--- config.mk ---
export PLATFORM = sky130hd
export DESIGN_NAME = poly_voice_alloc
export DESIGN_NICKNAME = d
export VERILOG_FILES = /design/src/rtl/poly_pkg.sv /design/src/rtl/poly_voice_alloc_voice_lru.sv /design/src/rtl/poly_voice_alloc.sv
export SDC_FILE = /design/constraint.sdc
export NUM_CORES = 1
export LEC_CHECK = 0
export CORE_ASPECT_RATIO = 0.75
export CORE_UTILIZATION = 50
export CTS_CLUSTER_DIAMETER = 40
export DETAILED_ROUTE_END_ITERATION = 12
export DONT_BUFFER_PORTS = 1
export PLACE_DENSITY = 0.68
export SYNTH_ARGS = -nofsm -noshare
export SYNTH_HDL_FRONTEND = slang
export SYNTH_SLANG_ARGS = --single-unit
--- constraint.sdc ---
create_clock -name CLK -period 2.77 [get_ports CLK]
set_clock_uncertainty 0.2 [all_clocks]
set_input_delay 0.554 -clock CLK [delete_from_list [all_inputs] [get_ports CLK]]
set_output_delay 0.554 -clock CLK [all_outputs]
set_load 0.01 [all_outputs]
--- src/rtl/poly_pkg.sv ---
// Shared MIDI constants, parser state encoding and elaboration helpers
// for poly_voice_alloc and its voice_lru sub-module.
package poly_pkg;

  localparam logic [3:0] NOTE_OFF     = 4'h8;
  localparam logic [3:0] NOTE_ON      = 4'h9;
  localparam logic [3:0] CC           = 4'hB;
  localparam logic [3:0] PROG         = 4'hC;
  localparam logic [7:0] REALTIME_MIN = 8'hF8;
  localparam logic [6:0] CC_SUSTAIN   = 7'd64;

  typedef enum logic [2:0] {
    S_IDLE,
    S_KEY,
    S_VEL,
    S_PROG,
    S_CC_NUM,
    S_CC_VAL,
    S_SKIP
  } parse_state_e;

  function automatic int unsigned clog2(input int unsigned v);
    int unsigned r;
    r = 0;
    for (int unsigned i = 0; i < 32; i++)
      if ((32'd1 << i) < v) r = i + 1;
    return r;
  endfunction

endpackage

--- src/rtl/poly_voice_alloc_voice_lru.sv ---
// Least-recently-triggered tracker: rank 0 = newest, rank VOICES-1 = oldest.
// Ranks stay a permutation of 0..VOICES-1 across every touch.
module voice_lru
  import poly_pkg::*;
#(
  parameter  int unsigned VOICES = 4,
  localparam int unsigned IW     = clog2(VOICES)
) (
  input  logic          i_clk,
  input  logic          i_rst_n,
  input  logic          i_touch,
  input  logic [IW-1:0] i_idx,
  output logic [IW-1:0] o_oldest
);

  logic [IW-1:0] r_rank [VOICES];
  logic [IW-1:0] w_old;

  always_comb begin
    w_old    = '0;
    o_oldest = '0;
    for (int unsigned i = 0; i < VOICES; i++) begin
      if (IW'(i) == i_idx) w_old = r_rank[i];
      if (r_rank[i] == IW'(VOICES - 1)) o_oldest = IW'(i);
    end
  end

  always_ff @(posedge i_clk or negedge i_rst_n) begin
    if (!i_rst_n) begin
      for (int unsigned i = 0; i < VOICES; i++) r_rank[i] <= IW'(i);
    end else if (i_touch) begin
      for (int unsigned i = 0; i < VOICES; i++) begin
        if (IW'(i) == i_idx)      r_rank[i] <= '0;
        else if (r_rank[i] < w_old) r_rank[i] <= r_rank[i] + 1'b1;
      end
    end
  end

endmodule

--- src/rtl/poly_voice_alloc.sv ---
// Single-channel MIDI parser with VOICES-way note allocation (retrigger,
// lowest free, else steal oldest). Optional sustain pedal: POLY_SUSTAIN_PEDAL_EN.
module poly_voice_alloc
  import poly_pkg::*;
#(
  parameter int unsigned VOICES = 4,
  parameter int unsigned VEL_W  = 7
) (
  input  logic                      CLK,
  input  logic                      RST_N,
  input  logic                      CE,
  input  logic [3:0]                CHANNEL,
  input  logic [7:0]                DATA,
  input  logic                      DV,
  output logic [6:0]                PROGRAM,
  output logic [VOICES*7-1:0]       NOTE_NUM,
  output logic [VOICES*VEL_W-1:0]   NOTE_VEL,
  output logic [VOICES-1:0]         VOICE_ACTIVE,
  output logic [VOICES-1:0]         VOICE_TRIG
);

  localparam int unsigned IW = clog2(VOICES);

  parse_state_e     r_state, w_state_nx;
  logic [6:0]       r_key, r_prog;
  logic             r_off_status;
  logic [6:0]       r_note [VOICES];
  logic [VEL_W-1:0] r_vel  [VOICES];
  logic [VOICES-1:0] r_active, r_trig;
  logic             w_status, w_data, w_note_ev, w_on, w_off, w_hit, w_free;
  logic [IW-1:0]    w_hit_idx, w_free_idx, w_oldest, w_sel;
  logic [VEL_W-1:0] w_vel;
`ifdef POLY_SUSTAIN_PEDAL_EN
  logic [6:0]        r_cc_num;
  logic              r_sustain, w_cc_ev, w_sus_fall;
  logic [VOICES-1:0] r_sus;
`endif

  // Realtime bytes are neither status nor data, so they leave the parser untouched.
  assign w_status = CE & DV & DATA[7] & (DATA < REALTIME_MIN);
  assign w_data   = CE & DV & ~DATA[7];

  always_comb begin
    w_state_nx = r_state;
    w_note_ev  = 1'b0;
`ifdef POLY_SUSTAIN_PEDAL_EN
    w_cc_ev    = 1'b0;
`endif
    if (w_status) begin
      if (DATA[7:4] == 4'hF)          w_state_nx = S_IDLE;
      else if (DATA[3:0] != CHANNEL)  w_state_nx = S_SKIP;
      else begin
        case (DATA[7:4])
          NOTE_OFF, NOTE_ON: w_state_nx = S_KEY;
          PROG:              w_state_nx = S_PROG;
`ifdef POLY_SUSTAIN_PEDAL_EN
          CC:                w_state_nx = S_CC_NUM;
`endif
          default:           w_state_nx = S_SKIP;
        endcase
      end
    end else if (w_data) begin
      case (r_state)
        S_KEY: w_state_nx = S_VEL;
        S_VEL: begin
          w_state_nx = S_KEY;
          w_note_ev  = 1'b1;
        end
`ifdef POLY_SUSTAIN_PEDAL_EN
        S_CC_NUM: w_state_nx = S_CC_VAL;
        S_CC_VAL: begin
          w_state_nx = S_CC_NUM;
          w_cc_ev    = 1'b1;
        end
`endif
        default: w_state_nx = r_state;
      endcase
    end
  end

  always_ff @(posedge CLK or negedge RST_N) begin
    if (!RST_N) r_state <= S_IDLE;
    else        r_state <= w_state_nx;
  end

  always_ff @(posedge CLK or negedge RST_N) begin
    if (!RST_N) begin
      r_key        <= '0;
      r_prog       <= '0;
      r_off_status <= 1'b0;
`ifdef POLY_SUSTAIN_PEDAL_EN
      r_cc_num     <= '0;
      r_sustain    <= 1'b0;
`endif
    end else begin
      if (w_status) r_off_status <= (DATA[7:4] == NOTE_OFF);
      if (w_data && r_state == S_KEY)  r_key  <= DATA[6:0];
      if (w_data && r_state == S_PROG) r_prog <= DATA[6:0];
`ifdef POLY_SUSTAIN_PEDAL_EN
      if (w_data && r_state == S_CC_NUM) r_cc_num <= DATA[6:0];
      if (w_cc_ev && r_cc_num == CC_SUSTAIN) r_sustain <= DATA[6];
`endif
    end
  end

`ifdef POLY_SUSTAIN_PEDAL_EN
  assign w_sus_fall = w_cc_ev & (r_cc_num == CC_SUSTAIN) & r_sustain & ~DATA[6];
`endif

  assign w_vel = VEL_W'(DATA[6:0]);
  assign w_on  = w_note_ev & ~r_off_status & (DATA[6:0] != 7'd0);
  assign w_off = w_note_ev & ~w_on;

  // Descending scan so the lowest matching index wins.
  always_comb begin
    w_hit      = 1'b0;
    w_hit_idx  = '0;
    w_free     = 1'b0;
    w_free_idx = '0;
    for (int unsigned i = VOICES; i > 0; i--) begin
      if (r_active[i-1] && r_note[i-1] == r_key) begin
        w_hit     = 1'b1;
        w_hit_idx = IW'(i - 1);
      end
      if (!r_active[i-1]) begin
        w_free     = 1'b1;
        w_free_idx = IW'(i - 1);
      end
    end
    w_sel = w_hit ? w_hit_idx : (w_free ? w_free_idx : w_oldest);
  end

  voice_lru #(.VOICES(VOICES)) u_lru (
    .i_clk    (CLK),
    .i_rst_n  (RST_N),
    .i_touch  (w_on),
    .i_idx    (w_sel),
    .o_oldest (w_oldest)
  );

  always_ff @(posedge CLK or negedge RST_N) begin
    if (!RST_N) begin
      for (int unsigned i = 0; i < VOICES; i++) begin
        r_note[i] <= '0;
        r_vel[i]  <= '0;
      end
      r_active <= '0;
      r_trig   <= '0;
`ifdef POLY_SUSTAIN_PEDAL_EN
      r_sus    <= '0;
`endif
    end else begin
      r_trig <= '0;
      for (int unsigned i = 0; i < VOICES; i++) begin
        if (w_on && IW'(i) == w_sel) begin
          r_note[i]   <= r_key;
          r_vel[i]    <= w_vel;
          r_active[i] <= 1'b1;
          r_trig[i]   <= 1'b1;
`ifdef POLY_SUSTAIN_PEDAL_EN
          r_sus[i]    <= 1'b0;
`endif
        end else if (w_off && r_active[i] && r_note[i] == r_key) begin
`ifdef POLY_SUSTAIN_PEDAL_EN
          if (r_sustain) r_sus[i] <= 1'b1;
          else begin
            r_active[i] <= 1'b0;
            r_vel[i]    <= '0;
          end
        end else if (w_sus_fall && r_sus[i]) begin
          r_active[i] <= 1'b0;
          r_vel[i]    <= '0;
          r_sus[i]    <= 1'b0;
`else
          r_active[i] <= 1'b0;
          r_vel[i]    <= '0;
`endif
        end
      end
    end
  end

  always_comb begin
    NOTE_NUM = '0;
    NOTE_VEL = '0;
    for (int unsigned i = 0; i < VOICES; i++) begin
      NOTE_NUM[7*i +: 7]         = r_note[i];
      NOTE_VEL[VEL_W*i +: VEL_W] = r_vel[i];
    end
  end

  assign PROGRAM      = r_prog;
  assign VOICE_ACTIVE = r_active;
  assign VOICE_TRIG   = r_trig;

endmodule

==> results <==
- Of the post-synthesis cell area, the dominant cell type holds 0.484.
- The number of nets in the layout is 548.
- The number of vias in the routed layout is 3,721.
- In this run the cell area of the synthesized design comes to 0.00445 sq mm.
- The worst slack at placement is -0.409 ns.
- The checks that failed: negative hold slack, negative setup slack.
- The worst pin sits at a relative slew slack of 0.584.
- Dividing the detail-routed wire length by the instance count gives 19.2 um.
- The number of max-cap violations is 0.
- For this run, design rule violations remaining after detail routing come to 0.
- The area of the core is 0.00853 sq mm.
- The post-placement cell area is 0.00513 sq mm.
- The initial utilization of the core area, before any placement, comes to 0.521.
- Routability-driven placement finished with a final weighted congestion of 0.912.
- The total negative slack for setup checks is -2.09 ns.
- In this run the tool buffered the top-level ports with 0 buffer cells.
- The total number of H-tree levels is 3.
- The maximum clock frequency is 324 MHz.
- In this run, placement finished with an instance count of 608.
- The gate count of the mapped netlist is 434.
- The first global-routing pass estimated 19,400 um of wire.
- The initial antenna violation count is 0.
- The number of max-slew violations in the final report is 0.
- The final-report hold violation count came to 90.
- The number of nets produced by synthesis is 457.
- The critical-path maximum fanout is 5.
- By startpoint and endpoint, the worst setup path is classified as flop to flop.
- The final instance area is 0.00588 sq mm.
- The share of the clock period used by the worst path after layout is 1.12.
- Counting flops and latches in the post-synthesis netlist gives 90.
- Among all flip-flop cells after synthesis, the most frequent one is sky130_fd_sc_hd__dfrtp_1.
- The leading area contributor after synthesis is sky130_fd_sc_hd__dfrtp_1.
- STA classifies the critical path startpoint as a flop.
- The data required time of the critical path is 2.82 ns.
- The final non-filler cell total is 638.
- The mean cell area of the mapped netlist is 10.2 sq um.
- Setup violations remaining at the end of the flow were counted as 8.
- Pin placement for this block handled 87 I/O pins.
- The endpoint arrival time on the critical path is 3.14 ns.
- The ratio of routed vias to standard cells is 5.83.
- The floorplan step defined a die boundary enclosing 0.00928 sq mm.
- The initialized floorplan defines 29 standard-cell rows.
- The maximum number of buffers from clock root to sink is 2.
- Counting every sink on the clock net gives 90.
- The count of antenna diodes in the layout is 0.
- The relative area change from synthesis to final layout is 32.2%.
- Global routing finished with a remaining overflow of 0.
- The combined global-route utilization of all metal layers is 0.272.
- The share of the Yosys chip area taken by registers is 0.508.
- After clock tree synthesis, the clock-pin slew on the worst setup and hold paths is 0.06 ns.
- The HPWL after detailed placement is 8430 um.
- Setup repair after global routing could not meet its margin everywhere.
- The total of warnings raised by yosys is 0.
- After synthesis, the share of flip-flops with an asynchronous set or reset is 1.00.
- The number of global-route vias before repair is 3,690.
- The cell sitting at the root of the clock tree is a sky130_fd_sc_hd__clkbuf_16.
- The sort of element at the end of the critical path is a flop.
- The worst-case IR drop observed on VDD is 0.564 mV.
- The detailed router finished its first iteration with 237 violations.
- The number of enable-type register cells in the synthesized netlist is 0.
- The transition time at the pin with the least slew margin is 0.619 ns.
- Summed over all layers, the routed wires come to 12,200 um.
- The slack of the critical path is -0.320 ns.
- The pin count of the biggest net entering global routing is 91.
- In this run the worst hold path is classified as input pin to asynchronous set/reset pin.
- Fill cells in the final layout number 599.
- The clock reaches the later pin of the worst-skew pair after 0.34 ns.
- The detail route stage leaves a number of antenna-violating nets equal to 0.
- The run finished, with violations left.
- The die is 83.7 um tall.
- After synthesis, the cell types taking the most area are sky130_fd_sc_hd__dfrtp_1 48%, sky130_fd_sc_hd__nand2_1 7.4%, sky130_fd_sc_hd__o21ai_0 5.2%, sky130_fd_sc_hd__mux2_2 3.8%, sky130_fd_sc_hd__xnor2_1 3.7%.
- The analysis attributes to cell leakage a power of 2.79 nW.
- Of the cells placed in the final design, the portion with a size suffix greater than 1 is 0.358.
- After layout, the minimum clock period comes to 3.09 ns.
- The worst hold margin is -0.292 ns.
- The number of distinct standard cells referenced by the synthesized netlist is 62.
- The number of buffers created by CTS is 9.
- The number of optimization iterations in the first detailed-route pass is 6.
- The die width is 111 um.
- The power density of the placed cells is 1050 mW/mm^2.
- TritonCTS built the clock tree.
through the flow:
stage / power [mW] / util
6_report: 6.18 / 0.689
3_5_place_dp: 4.18 / 0.602
3_3_place_gp: 4.09 / 0.602
5_1_grt: 6.51 / 0.689
2_1_floorplan: 3.38 / -
4_1_cts: 5.79 / 0.658
cell families after synthesis:
group	Yosys count	share of synthesized area
AO/OA/AOI/OAI	95	0.142
XOR/XNOR	32	0.0630
adder cells (fa/ha/maj)	7	0.0197
buffers and inverters	37	0.0473
flip-flops	90	0.508
multiplexers	22	0.0588
AND/OR/NAND/NOR	151	0.162
path summary, 6_finish.rpt:
check,start,end,slack (ns),depth (start not counted)
setup / recovery,r_key[3]$_DFFE_PN0P_,u_lru.r_rank[1]$_DFFE_PN1P_,-0.32,10
min in group CLK,DATA[4],r_off_status$_DFFE_PN0P_,0.11,1
hold reg to reg,r_state[2]$_DFFE_PN0P_,r_state[2]$_DFFE_PN0P_,0.29,2
setup reg to reg,r_key[3]$_DFFE_PN0P_,u_lru.r_rank[1]$_DFFE_PN1P_,-0.32,10
hold / removal,RST_N,NOTE_NUM[9]$_DFFE_PN0P_,-0.29,0
max in group asynchronous,RST_N,u_lru.r_rank[1]$_DFFE_PN1P_,2.42,0
layout by cell type, fill, tap and decap left out, types with 5 or more instances in the layout:
| cell | n |
|---|---|
| sky130_fd_sc_hd__mux2_2 | 15 |
| sky130_fd_sc_hd__nand4_1 | 5 |
| sky130_fd_sc_hd__xnor2_1 | 9 |
| sky130_fd_sc_hd__xor2_1 | 10 |
| sky130_fd_sc_hd__o21ai_0 | 44 |
| sky130_fd_sc_hd__inv_1 | 16 |
| sky130_fd_sc_hd__clkbuf_16 | 9 |
| sky130_fd_sc_hd__buf_4 | 86 |
| sky130_fd_sc_hd__a21oi_1 | 6 |
| sky130_fd_sc_hd__nand2_1 | 88 |
| sky130_fd_sc_hd__nor2_1 | 12 |
| sky130_fd_sc_hd__xnor2_2 | 8 |
| sky130_fd_sc_hd__nand3_1 | 19 |
| sky130_fd_sc_hd__buf_6 | 10 |
| sky130_fd_sc_hd__dfrtp_2 | 6 |
| sky130_fd_sc_hd__dfrtp_1 | 80 |
power by group:
part           total (mW)  internal, mW  leakage [nW]  switching (mW)
Combinational        2.84          1.48          1.45            1.36
Sequential           2.05          1.65          1.18           0.406
Clock                1.29         0.793         0.147           0.500
critical path, cell delays in order (launching register included):
cell	delay, ns
sky130_fd_sc_hd__dfrtp_2	0.48
sky130_fd_sc_hd__xor2_1	0.18
sky130_fd_sc_hd__nor4_2	0.27
sky130_fd_sc_hd__nand4_2	0.21
sky130_fd_sc_hd__nand2_1	0.18
sky130_fd_sc_hd__o41ai_4	0.11
sky130_fd_sc_hd__a221o_2	0.48
sky130_fd_sc_hd__ha_4	0.33
sky130_fd_sc_hd__o31ai_4	0.07
sky130_fd_sc_hd__o22a_1	0.23
sky130_fd_sc_hd__a311oi_2	0.25
registers in the layout, summed over array words and instances (netlist names):
register      flops
r_state           3
r_off_status      1
NOTE_VEL         28
u_lru.r_rank      8
VOICE_TRIG        4
NOTE_NUM         28
VOICE_ACTIVE      4
r_key             7
PROGRAM           7
synth_stat cells, types with 4 or more instances:
master and instances:
sky130_fd_sc_hd__nand2_1 88, sky130_fd_sc_hd__dfrtp_1 86, sky130_fd_sc_hd__o21ai_0 46, sky130_fd_sc_hd__nand3_1 19
sky130_fd_sc_hd__xnor2_1 19, sky130_fd_sc_hd__inv_1 16, sky130_fd_sc_hd__mux2_2 15, sky130_fd_sc_hd__nor2_1 13
sky130_fd_sc_hd__xor2_1 13, sky130_fd_sc_hd__buf_6 8, sky130_fd_sc_hd__a21oi_1 7, sky130_fd_sc_hd__ha_1 7
sky130_fd_sc_hd__buf_2 5, sky130_fd_sc_hd__nand4_1 5, sky130_fd_sc_hd__a211o_1 4, sky130_fd_sc_hd__a31oi_1 4
sky130_fd_sc_hd__clkbuf_1 4, sky130_fd_sc_hd__dfstp_2 4, sky130_fd_sc_hd__mux2_4 4
metal layers:
metal	global-route usage	routed length (um)	vias to the layer above	part of all wire
li1	-	-	1698	-
met1	0.360	5220	1847	0.43
met2	0.418	5710	150	0.47
met3	0.0857	1010	26	0.083
met4	0.107	303	0	0.025
met5	0	0	-	0
cell type report:
cell class / instances / area (sq um) / share of cell area
Multi-Input combinational cell: 307 / 2280 / 0.388
Sequential cell: 90 / 2260 / 0.385
Timing Repair Buffer: 99 / 818 / 0.139
Clock buffer: 12 / 236 / 0.0402
Inverter: 18 / 67.6 / 0.0115
Clock inverter: 4 / 76.3 / 0.0130
Tap cell: 108 / 135 / 0.0230
repair_timing:
action                     4_1_cts  5_1_grt
setup endpoints to repair       22       55
gates resized for setup         19       35
setup buffers                    8        6
gates cloned                     0        0
hold endpoints to repair        90       90
pin swaps                       12       24
(Power assumes the default switching activity.)
